## src/rtl/pc_add_sequencer.sv

```systemverilog
// Computes a + b + ci by driving an external narrow adder slice n bits per cycle, LSB chunk first.
// Latency ceil(WIDTH/n) RUN cycles plus one DONE cycle; start is only sampled in IDLE.
module pc_add_sequencer #(
    parameter int WIDTH = 32
) (
    input  logic             clk,
    input  logic             reset_n,
    input  logic             start,
    input  logic [2:0]       cfg_n,
    input  logic [WIDTH-1:0] a,
    input  logic [WIDTH-1:0] b,
    input  logic             ci,
    output logic             busy,
    output logic             done,
    output logic             err,
    output logic [WIDTH-1:0] sum,
    output logic             co,
    output logic [2:0]       sl_n,
    output logic [4:0]       sl_a,
    output logic [4:0]       sl_b,
    output logic             sl_ci,
    input  logic [4:0]       sl_sum,
    input  logic             sl_co
);

    typedef enum logic [1:0] {
        IDLE = 2'd0,
        RUN  = 2'd1,
        DONE = 2'd2
    } state_t;

    state_t           state_q, state_d;
    logic [WIDTH-1:0] a_q, a_d;
    logic [WIDTH-1:0] b_q, b_d;
    logic [WIDTH-1:0] sum_q, sum_d;
    logic [2:0]       n_q, n_d;
    logic [5:0]       idx_q, idx_d;
    logic             carry_q, carry_d;
    logic             co_q, co_d;
    logic             err_q, err_d;

    logic [6:0]       base;
    logic [6:0]       rem;
    logic [4:0]       nmask;
    logic [WIDTH-1:0] ins_mask;
    logic [WIDTH-1:0] ins_val;
    logic             last;
    logic             cfg_ok;

    always_ff @(posedge clk or negedge reset_n) begin
        if (!reset_n) begin
            state_q <= IDLE;
            a_q     <= '0;
            b_q     <= '0;
            sum_q   <= '0;
            n_q     <= '0;
            idx_q   <= '0;
            carry_q <= 1'b0;
            co_q    <= 1'b0;
            err_q   <= 1'b0;
        end else begin
            state_q <= state_d;
            a_q     <= a_d;
            b_q     <= b_d;
            sum_q   <= sum_d;
            n_q     <= n_d;
            idx_q   <= idx_d;
            carry_q <= carry_d;
            co_q    <= co_d;
            err_q   <= err_d;
        end
    end

    always_comb begin
        base     = 7'(idx_q) * 7'(n_q);
        rem      = 7'(WIDTH) - base;
        nmask    = 5'((6'd1 << n_q) - 6'd1);
        // Shifting past WIDTH zero-fills, so bits beyond the operand top come out as 0.
        ins_mask = WIDTH'(nmask) << base;
        ins_val  = WIDTH'(sl_sum & nmask) << base;
        last     = (8'(base) + 8'(n_q)) >= 8'(WIDTH);
        cfg_ok   = (cfg_n >= 3'd2) && (cfg_n <= 3'd5);

        state_d  = state_q;
        a_d      = a_q;
        b_d      = b_q;
        sum_d    = sum_q;
        n_d      = n_q;
        idx_d    = idx_q;
        carry_d  = carry_q;
        co_d     = co_q;
        err_d    = 1'b0;
        sl_a     = '0;
        sl_b     = '0;
        sl_ci    = 1'b0;

        case (state_q)
            IDLE: begin
                if (start) begin
                    if (cfg_ok) begin
                        a_d     = a;
                        b_d     = b;
                        n_d     = cfg_n;
                        carry_d = ci;
                        idx_d   = '0;
                        sum_d   = '0;
                        co_d    = 1'b0;
                        state_d = RUN;
                    end else begin
                        err_d = 1'b1;
                    end
                end
            end
            RUN: begin
                sl_a  = 5'(a_q >> base) & nmask;
                sl_b  = 5'(b_q >> base) & nmask;
                sl_ci = carry_q;
                sum_d = (sum_q & ~ins_mask) | ins_val;
                if (last) begin
                    // A short final chunk leaves its carry in the first unused sum bit.
                    co_d    = (rem == 7'(n_q)) ? sl_co : sl_sum[rem[2:0]];
                    state_d = DONE;
                end else begin
                    carry_d = sl_co;
                    idx_d   = idx_q + 6'd1;
                end
            end
            DONE: begin
                state_d = IDLE;
            end
            default: begin
                state_d = IDLE;
            end
        endcase
    end

    assign busy = (state_q == RUN);
    assign done = (state_q == DONE);
    assign err  = err_q;
    assign sum  = sum_q;
    assign co   = co_q;
    assign sl_n = n_q;

endmodule

```

## config.mk

```make
export PLATFORM = sky130hd
export DESIGN_NAME = pc_add_sequencer
export DESIGN_NICKNAME = d
export VERILOG_FILES = /design/src/rtl/pc_add_sequencer.sv
export SDC_FILE = /design/constraint.sdc
export NUM_CORES = 1
export LEC_CHECK = 0
export CORE_UTILIZATION = 50
export CTS_CLUSTER_SIZE = 10
export DETAILED_ROUTE_END_ITERATION = 7
export GPL_TIMING_DRIVEN = 1
export PLACE_DENSITY_LB_ADDON = 0.08
export SYNTH_ARGS = -nofsm -noshare
export SYNTH_HDL_FRONTEND = slang
export SYNTH_SLANG_ARGS = --single-unit
export TNS_END_PERCENT = 30
```

## constraint.sdc

```tcl
create_clock -name clk -period 10.06 [get_ports clk]
set_clock_uncertainty 0.15 [all_clocks]
set_input_delay 3.018 -clock clk [delete_from_list [all_inputs] [get_ports clk]]
set_output_delay 3.018 -clock clk [all_outputs]
set_load 0.02 [all_outputs]
```

==> Word-level counts from Yosys, hierarchy flattened <==
Cells that the tools add are included.
{ "word_totals": {"word_cells": 72, "ff_bits": 110} }
{ "classes": {"n_eq_ne": 7, "reduce_logical": 8, "mux": 28, "bitwise_logic": 6, "n_shift": 5, "n_addsub": 4, "mul": 1, "n_lt_le_gt_ge": 4} }
{ "op_table": {"columns": ["operator", "count"], "rows": [
  ["2-to-1 mux 32 bit", 2],
  ["one-hot mux 32 bit (2 select lines)", 1],
  ["left shift 5 x 7 -> 32 bit", 2],
  ["right shift 32 x 7 -> 5 bit", 2],
  ["bitwise AND 32 bit", 1],
  ["NOT 32 bit", 1],
  ["OR 32 bit", 1],
  ["2-to-1 mux 6 bit", 3],
  ["bitwise AND 5 bit", 3],
  ["2-to-1 mux 1 bit", 12],
  ["one-hot mux 6 bit (2 select lines)", 1],
  ["2-to-1 mux 5 bit", 2],
  ["AND reduction 3 bit", 3],
  ["adder 7 x 3 -> 8 bit", 1],
  ["greater-or-equal comparator 8 x 6 -> 1 bit, second input constant", 1],
  ["AND reduction 4 bit", 2],
  ["equality test 7 x 3 -> 1 bit", 1],
  ["multiplier 6 x 3 -> 7 bit", 1],
  ["subtractor 6 x 7 -> 7 bit, first input constant", 1],
  ["adder 6 x 1 -> 6 bit, second input constant", 1],
  ["2-to-1 mux 2 bit", 3],
  ["!= test 2 bit, second input constant", 3],
  ["left shift 1 x 3 -> 5 bit, first input constant", 1],
  ["subtractor 5 x 1 -> 5 bit, second input constant", 1],
  ["12 further kinds", 13]
]} }

==> Depth between registers and ports, before layout <==
Gate-level depths: netlist of run 1.
{ "depth": {"ltp_word": 7, "mapped_depth": 15, "ltp_nobuf": 11} }

==> Worst setup path after synthesis of run 1 <==
OpenSTA, ideal clock, no wires.
{ "synth_timing": {"kind": "register to output", "startpoint": "register n_q[2], in the netlist sl_n[2]", "endpoint": "output sl_b[1]", "required_time_ns": 6.892, "t_arrival_ns": 4.572, "stages_incl_launch_ff": 14, "path_buffers": 3, "slack_ns": 2.320, "path_cell_list": "dfrtp_1 -> clkbuf_1 -> buf_1 -> and2_1 -> fa_1 -> ha_1 -> fa_1 -> xor2_2 -> buf_2 -> mux4_2 -> nand2_1 -> a21oi_1 -> a21oi_1 -> a2111oi_0"} }
{ "synth_via": {"elab_chain_cells": 4} }
{ "synth_lines": {"columns": ["item", "line_no", "text"], "rows": [
  ["start: declaration", "36", "logic [2:0] n_q, n_d;"],
  ["start signal: assignment", "66", "n_q <= n_d;"],
  ["multiplier 6 x 3 -> 7 bit / left shift 1 x 3 -> 5 bit (equally long branches)", "75, 77", null],
  ["right shift 32 x 7 -> 5 bit / subtractor 5 x 1 -> 5 bit (equally long branches)", "116, 77", null],
  ["bitwise AND 5 bit (*)", "116", "sl_b = 5'(b_q >> base) & nmask;"],
  ["2-to-1 mux 5 bit (*)", "97", "case (state_q)"],
  ["end: declaration", "20", "output logic [4:0] sl_b,"]
]} }
Mark *: on every way between the ends. The rest lies on a longest branch, timed or not.

==> Worst setup path after layout of run 1 <==
{ "layout_timing": {"startpoint": "register n_q[0], in the netlist sl_n[0]", "endpoint": "output sl_b[0]"} }
Same word-level chain as after synthesis.

==> results of run 1 <==
==> layout make-up <==
cell class / instances / area, um2 / area share, %
clock buffer: 10 / 239 / 2.47
clock inverter: 6 / 118 / 1.22
inverter: 19 / 72.6 / 0.751
multi-input combinational: 720 / 4870 / 50.4
sequential: 110 / 2750 / 28.5
tap: 211 / 264 / 2.73
timing repair buffer: 138 / 1350 / 14.0
==> critical path: stages (launching register included) <==
cell,delay (ps)
dfrtp_1,820
and2_1,250
fa_1,400
ha_2,200
fa_1,530
xor2_2,390
buf_4,440
mux4_2,300
mux2i_1,100
nand2_1,100
nand2_1,60
a2111oi_0,830
clkdlybuf4s50_1,750
==> sequential cells by signal, indices dropped and copies added (netlist names), 2 cells and up <==
| name | flops |
|---|---|
| state_q | 2 |
| b_q | 32 |
| sl_n | 3 |
| sum | 32 |
| a_q | 32 |
| idx_q | 6 |
==> per-layer routing <==
layer | GRT usage [%] | share of wire, % | wire length, um
met1 | 41.1 | 45 | 10300
met2 | 46.5 | 46 | 10600
met3 | 4.55 | 6.5 | 1490
met4 | 11.1 | 3.0 | 684
met5 | 0 | 0 | 0
==> cell usage after synthesis (4+ instances only) <==
cell type	number	area, um2
a211oi_1	8	60.1
o31ai_1	7	52.6
a31oi_1	7	43.8
o21ai_0	33	165
nor2_1	44	165
and2_1	15	93.8
o311ai_0	13	114
o2111ai_1	5	43.8
o211ai_1	14	105
nand4_1	11	68.8
and3_1	7	43.8
inv_1	15	56.3
fa_1	6	120
buf_2	10	50.1
o2bb2ai_1	4	35.0
mux2i_1	48	480
ha_1	10	125
dfrtp_1	110	2750
mux4_2	37	833
or3_1	6	37.5
a21o_1	5	37.5
nand2_1	263	987
a21oi_1	38	190
buf_1	11	41.3
a211o_1	8	70.1
nor4_1	5	31.3
nor2b_1	4	25.0
or2_2	5	31.3
nand3_1	26	130
nor3_1	21	105
nand2b_1	8	50.1
a32o_1	8	80.1
xor2_1	6	52.6
clkbuf_1	40	150
==> stage by stage <==
stage | power [uW] | cell area (um2) | cells
after floorplan | 2370 | 7960 | 916
after global placement | 2980 | 9300 | 1198
after detailed placement | 3010 | 9300 | 1198
after CTS | 3450 | 9660 | 1214
after global routing | 3710 | 9660 | 1214
final | 3480 | 9660 | 1214
==> report_power, final <==
part           switching [uW]  total [uW]  internal, uW
clock network             173         425           253
registers                 214         841           627
logic                    1290        2210           920
==> worst max-delay path by stage <==
| stage | startpoint | to | cells after the start |
|---|---|---|---|
| global placement | sl_n[0] | sl_b[0] | 10 |
| detailed placement | sl_n[0] | sl_b[0] | 10 |
| CTS | sl_n[0] | sl_b[0] | 10 |
| floorplan | sl_n[2] | sl_b[1] | 13 |
| global route | sl_n[0] | sl_b[0] | 12 |
| finish | sl_n[0] | sl_b[0] | 12 |
==> kinds of logic after synthesis <==
kind of cell / synth area share, %
AND/OR/NAND/NOR: 23.2
AO/OA/AOI/OAI: 16.1
flip-flops: 34.6
multiplexers: 16.8
buffers and inverters: 4.77
adder cells (fa/ha/maj): 3.08
XOR/XNOR: 1.37
==> impl_metrics.json, run 1 <==
{
  "post_drt_wl_per_cell_um": 19.0,
  "hold-path-cell-count": 2,
  "grt_antenna_before_repair": 0,
  "drt-initial-drc-count": 830,
  "syn_area_um2": 7960,
  "gr-usage-all-layers_pct": 29.5,
  "port_buffers": 126,
  "grt_pass1_wl_um": 37800,
  "timing.setup.tns_ps": 0,
  "ys_seq_elements": 110,
  "synth_cells": 916,
  "final.period_utilization_pct": 86.8,
  "dr.pass1.iters": 8,
  "place_ws_ps": 1870,
  "final_core_util_pct": 62.8,
  "cp-start-kind": "flip-flop",
  "run_status": "finished clean",
  "holdCritStartpoint": "b_q[0]",
  "setup-violations-final": 0,
  "setup_ws_ps": 1330,
  "max_slew_margin_pct": 27.3,
  "slew_viol_final": 0,
  "end_kind": "primary output",
  "worst_pin_slew_ps": 1090,
  "cts_tree": "yes",
  "hold-worst-slack_ps": 333,
  "post_cts_resized": 0,
  "clock.fmax_mhz": 115,
  "rrSetupSlack_ps": 5270,
  "die-area_um2": 16400,
  "rr_endpoint": "idx_q[3]",
  "crit_arrival_ps": 5560,
  "numCtsBuffers": 9,
  "layout_common_cells": "263 x nand2_1, 125 x clkdlybuf4s50_1, 110 x dfrtp_1",
  "worstSetupPathType": "flip-flop to primary output",
  "drv_cap": 0,
  "clock-sinks": 110,
  "grt_max_degree": 99,
  "clkTransAtPathRegs_ps": 70,
  "htreeDepth": 3,
  "nets": 1091,
  "dp.final_hpwl_um": 16300,
  "min_period_ps": 8730,
  "ant_nets": 0,
  "grt_pass1_vias": 7099,
  "initial_core_util_pct": 51.8,
  "ys.flop_type": "dfrtp_1",
  "gp_congestion": 0.957,
  "synth_area_per_cell_um2": 8.68,
  "rsz0062_at_grt": "false",
  "critPathRequiredTime_ps": 6890,
  "powerDensity_nw_per_um2": 360,
  "io_pins": 127,
  "wirelength_um": 23100,
  "cts_setup_buffers": 0,
  "clock_latency_ps": 360,
  "cts-root-buf": "clkbuf_16",
  "layout_commonest_cell": "nand2_1",
  "crit_path_max_fanout": 29,
  "die_w_um": 128,
  "area_growth_pct": 21.4,
  "num_antenna_cells": 0,
  "ys_warn_count": 0,
  "final_hold_viol_count": 0,
  "vias": 7421,
  "coreArea_um2": 15400,
  "fp-row-count": 45,
  "syn_nets": 1009,
  "timing.rr.start": "sl_n[0]",
  "reg2regPathDepth": 11,
  "min_path_type": "flip-flop to flip-flop",
  "drive_above_1_share_pct": 8.67,
  "peakVddDrop_mv": 0.137,
  "nFillCells": 1359,
  "ys_seq_area_share_pct": 34.6,
  "viasPerCell": 6.11,
  "ys_async_sr_fraction_pct": 100,
  "fp.dieH_um": 128,
  "min_to": "b_q[0]",
  "drc": 0,
  "p_leak_uw": 0.00417,
  "cts_hold_buf": 0,
  "grt-ovfl-total": 0,
  "synth_edf_count": 0,
  "clk_path_buf_depth": 2,
  "ys_types": 72
}
Note: power is estimated with default switching activity, not from simulation.
==> inputs of run 2 (changes only) <==
Settings changed: HOLD_SLACK_MARGIN from default to 0.05, REMOVE_ABC_BUFFERS from default to 1.
==> run 2 against run 1 <==
Against the previous run: critical path depth fell by 1; global-route usage down 0.37 points; total power decreased by 2.9%; sequential power hardly changed; flip-flop and latch count stayed put; final cell count hardly changed; design area down 0.91%; die area stayed put; first-iteration DRC count rose by 20%; largest cell class unchanged; largest power group unchanged; highest routed layer unchanged.
==> impl_metrics.json, run 2 (same netlist as run 1, synthesis figures left out) <==
{
  "drt-initial-drc-count": 992,
  "area_growth_pct": 20.3,
  "vias": 7399,
  "worstSetupPathType": "flip-flop to primary output",
  "max_slew_margin_pct": 27.5,
  "cts-root-buf": "clkbuf_16",
  "top_usage_layer": "met2",
  "crit_arrival_ps": 5340,
  "cts_hold_buf": 0,
  "drv_cap": 0,
  "drive_above_1_share_pct": 8.38,
  "post_cts_resized": 0,
  "peakVddDrop_mv": 0.208,
  "grt_pass1_vias": 7068,
  "grt_use_met2_pct": 44.7,
  "fp.dieH_um": 128,
  "post_drt_wl_per_cell_um": 18.6,
  "use_met3_pct": 4.38,
  "multiInputGateArea_um2": 4870,
  "die_w_um": 128,
  "clock-sinks": 110,
  "nFillCells": 1369,
  "dp.final_hpwl_um": 15800,
  "gr-usage-all-layers_pct": 29.1,
  "clkTransAtPathRegs_ps": 70,
  "cp-start-kind": "flip-flop",
  "num_antenna_cells": 0,
  "cts_tree": "yes",
  "clk_path_buf_depth": 2,
  "clock.fmax_mhz": 118,
  "setup-violations-final": 0,
  "setup_ws_ps": 1550,
  "io_pins": 127,
  "layout_common_cells": "263 x nand2_1, 125 x clkdlybuf4s50_1, 110 x dfrtp_1",
  "final.period_utilization_pct": 84.6,
  "grt_antenna_before_repair": 0,
  "drc": 0,
  "final_hold_viol_count": 0,
  "grt-ovfl-total": 0,
  "htreeDepth": 3,
  "gp_congestion": 0.951,
  "p_leak_uw": 0.00413,
  "viasPerCell": 6.10,
  "fp-row-count": 45,
  "hold-worst-slack_ps": 334,
  "worst_pin_slew_ps": 1090,
  "clock_latency_ps": 360,
  "layout_commonest_cell": "nand2_1",
  "timing.setup.tns_ps": 0,
  "initial_core_util_pct": 51.8,
  "numCtsBuffers": 9,
  "reg2regPathDepth": 11,
  "crit_path_max_fanout": 27,
  "slew_viol_final": 0,
  "dr.pass1.iters": 7,
  "nets": 1090,
  "coreArea_um2": 15400,
  "min_path_type": "flip-flop to flip-flop",
  "powerDensity_nw_per_um2": 352,
  "grt_pass1_wl_um": 37200,
  "cts_setup_buffers": 0,
  "seqCellArea_um2": 2750,
  "hold-path-cell-count": 2,
  "ant_nets": 0,
  "run_status": "finished clean",
  "grt_max_degree": 99,
  "place_ws_ps": 2050,
  "rsz0062_at_grt": "false",
  "min_period_ps": 8510,
  "critPathRequiredTime_ps": 6890,
  "wirelength_um": 22600,
  "end_kind": "primary output",
  "grt_use_met1_pct": 41.8,
  "port_buffers": 126,
  "die-area_um2": 16400
}
==> run 2: cell count changes in the layout (fill, tap and decap cells not counted) <==
cell and change:
clkinv_2 +1, inv_8 -1, bufinv_16 -3, clkinv_4 -1, buf_4 -1, clkbuf_1 +2
inv_6 +2
==> run 2: worst max-delay path: stages, from the launching register on <==
cell	delay, ps
dfrtp_1	850
and2_1	250
fa_1	400
ha_2	210
fa_1	540
xor2_2	540
buf_4	450
nor2_1	70
a21oi_1	130
a21oi_1	80
a2111oi_0	720
clkdlybuf4s50_1	730
==> run 2: worst paths after layout <==
check	start	to	slack, ps
worst min register to register	a_q[0]	a_q[0]	330
max in group asynchronous	reset_n	a_q[9]	6030
worst max register to register	sl_n[0]	idx_q[3]	5090
worst min-delay path	a_q[0]	a_q[0]	330
min in group asynchronous	reset_n	idx_q[2]	2520
worst max-delay path	sl_n[0]	sl_b[1]	1550
==> run 2: per-layer routing <==
| layer | vias up | wire [um] |
|---|---|---|
| li1 | 3474 | - |
| met4 | 0 | 556 |
| met3 | 44 | 1450 |
| met1 | 3564 | 10300 |
| met2 | 317 | 10300 |
| met5 | - | 0 |
==> run 2: report_power, final <==
part	internal, uW	switching [uW]	total [uW]	leakage (uW)
Clock	177	170	346	0.000134
Combinational	918	1270	2190	0.00258
Sequential	627	212	838	0.00141
==> run 2: final cells by class <==
type,instances,share of cell area [%]
multi-input cells,720,50.8
clock buffers,12,2.57
flip-flops and latches,110,28.8
clock inverters,4,0.314
inverters,19,0.758
repair buffers,137,14.0
well taps,211,2.76
==> run 2: through the flow <==
stage / power, uW / cell area, um2 / utilization, % / instances
6_report: 3370 / 9570 / 62.3 / 1213
5_1_grt: 3610 / 9570 / 62.3 / 1213
4_1_cts: 3340 / 9570 / 62.3 / 1213
3_5_place_dp: 2980 / 9300 / 60.5 / 1197
3_3_place_gp: 2970 / 9300 / 60.5 / 1197
2_1_floorplan: 2310 / 7650 / - / 849
==> RTL change, RTL diff (config.mk and constraints of run 1) <==
`b_q` no longer has a reset.
--- a/src/rtl/pc_add_sequencer.sv
+++ b/src/rtl/pc_add_sequencer.sv
@@ -51,7 +51,6 @@
         if (!reset_n) begin
             state_q <= IDLE;
             a_q     <= '0;
-            b_q     <= '0;
             sum_q   <= '0;
             n_q     <= '0;
             idx_q   <= '0;
@@ -61,7 +60,6 @@
         end else begin
             state_q <= state_d;
             a_q     <= a_d;
-            b_q     <= b_d;
             sum_q   <= sum_d;
             n_q     <= n_d;
             idx_q   <= idx_d;
@@ -69,6 +67,10 @@
             co_q    <= co_d;
             err_q   <= err_d;
         end
+    end
+
+    always_ff @(posedge clk) begin
+        b_q <= b_d;
     end
 
     always_comb begin
Formal check against the unedited RTL: no difference found for any inputs over 10 cycles, from zero or initial values and one cycle with reset_n low; that may be too few to reach the edited logic, so the function may still have changed.
==> RTL change against run 1 <==
  * Wire length decreased by 0.72%
  * Worst setup slack better by 160 ps
  * Register-to-register slack got worse by 280 ps
  * Largest cell class unchanged
  * Area after synthesis is 2.7% lower
  * Sequential cell count unchanged
  * Total power increased by 1.4%
  * Cell area down 3.6%
==> RTL change: results (changes against run 1) <==
CP arrival 5400 ps (-160 ps); Post-DP HPWL 16000 µm (-1.5%); post-synth cell types 75 (+4.2%); hold slack final 360 ps (+27.1 ps); WHS Endpoint a_q[5]; Mapped Nets 950 (-5.8%); end of the critical path sl_b[2]; initial antenna violation count 0 (unchanged); vias in the first global route 6768 (-4.7%); status complete, no violations; largest net degree at the start of global routing 79 (-20%); # nets final 1033 (-5.3%); crit path max-delay cell type dfrtp_1; Max IR drop VDD 0.000216 V (+58%); delay-heaviest family, CP buffers and inverters; leakage 3.82 nW (-8.4%); share of cells above drive strength 1 0.0730 (-0.0137); final max-slew violation count 0 (unchanged); total wire length 23000 µm (-0.72%); Seq/Total Area, Yosys 0.376 (+0.0304); CP peak stage delay 890 ps (+60 ps); clock root buffer clkbuf_16; Rel. slew slack 0.306 (+0.0332); combinational share of power 0.688 (+0.052); worst r2r src sl_n[2]; multiplexer share of the synthesized area 0.140 (-0.0281); IO Port Bufs 126 (unchanged); starting DRC count in detailed routing 678 (-18%); register area 2910 µm² (+5.8%); dpl cell area 9030 µm² (-2.9%); switching power 1.79 mW (+7.0%); compound-gate portion of the synthesized area 0.183 (+0.0220); Post-Synth XOR/XNOR Area 0.0200 (+0.00636); met2 usage 0.476 (+0.0119); synth top area cells dfrtp_1, edfxtp_1, nand2_1; drt wl/cell 20.3 µm (+6.4%); M1 GR Usage 0.401 (-0.0106); reg2reg setup slack 4990 ps (-280 ps); syn_area_per_cell 9.03 µm² (+4.0%); power per cell area 379 nW/µm² (+5.3%); Post-synth ARST share 0.709 (-0.291); top post-synthesis cells by count nand2_1, dfrtp_1, mux2i_1, nor2_1, clkbuf_1; DRT Pass-1 Iters 6 (-2); global-route wire length before repair 36700 µm (-2.8%); grt met3 use 0.0375 (-0.00796); Worst Setup SP sl_n[2]; hold_sp a_q[5]; Final Wtd Congestion 0.914 (-4.5%); Setup WS post-layout 1500 ps (+163 ps); worst reg2reg path endpoint idx_q[0]; EDFF count, synth 32 (+32); fillers 1330 (-2.1%); clock power share 0.099 (-0.023); gr usage total 0.294 (-0.000676); Crit Path Max Fanout 37 (+28%); Vias/cell 6.31 (+3.2%); busiest metal layer after global routing met2; dpl ws 1930 ps (+65.0 ps); Adder-Cell Fraction of Synth Area 0.0317 (+0.000862)
==> RTL change: changes by cell type after synthesis, moves of 10 or more <==
cell / change
dfrtp_1: -32
edfxtp_1: +32
mux2i_1: +14
mux4_2: -19
nand2_1: -67
nor2_1: +10
o311ai_0: -10
==> RTL change: metal layers <==
| layer | part of all wire | wire, µm |
|---|---|---|
| met1 | 0.43 | 9920 |
| met4 | 0.030 | 697 |
| met5 | 0 | 0 |
| met3 | 0.069 | 1580 |
| met2 | 0.47 | 10800 |
==> RTL change: cell families after synthesis <==
family | after synthesis
buffers and inverters | 83
AND/OR/NAND/NOR | 349
multiplexers | 85
adder cells (fa/ha/maj) | 16
flip-flops | 110
AO/OA/AOI/OAI | 198
XOR/XNOR | 16
==> RTL change: final cells by class <==
class                   count  share of cell area
well taps                 188              0.0253
inverters                  16             0.00699
flip-flops and latches    110               0.313
repair buffers            139               0.146
multi-input cells         664               0.479
clock inverters             6             0.00484
clock buffers              10              0.0250
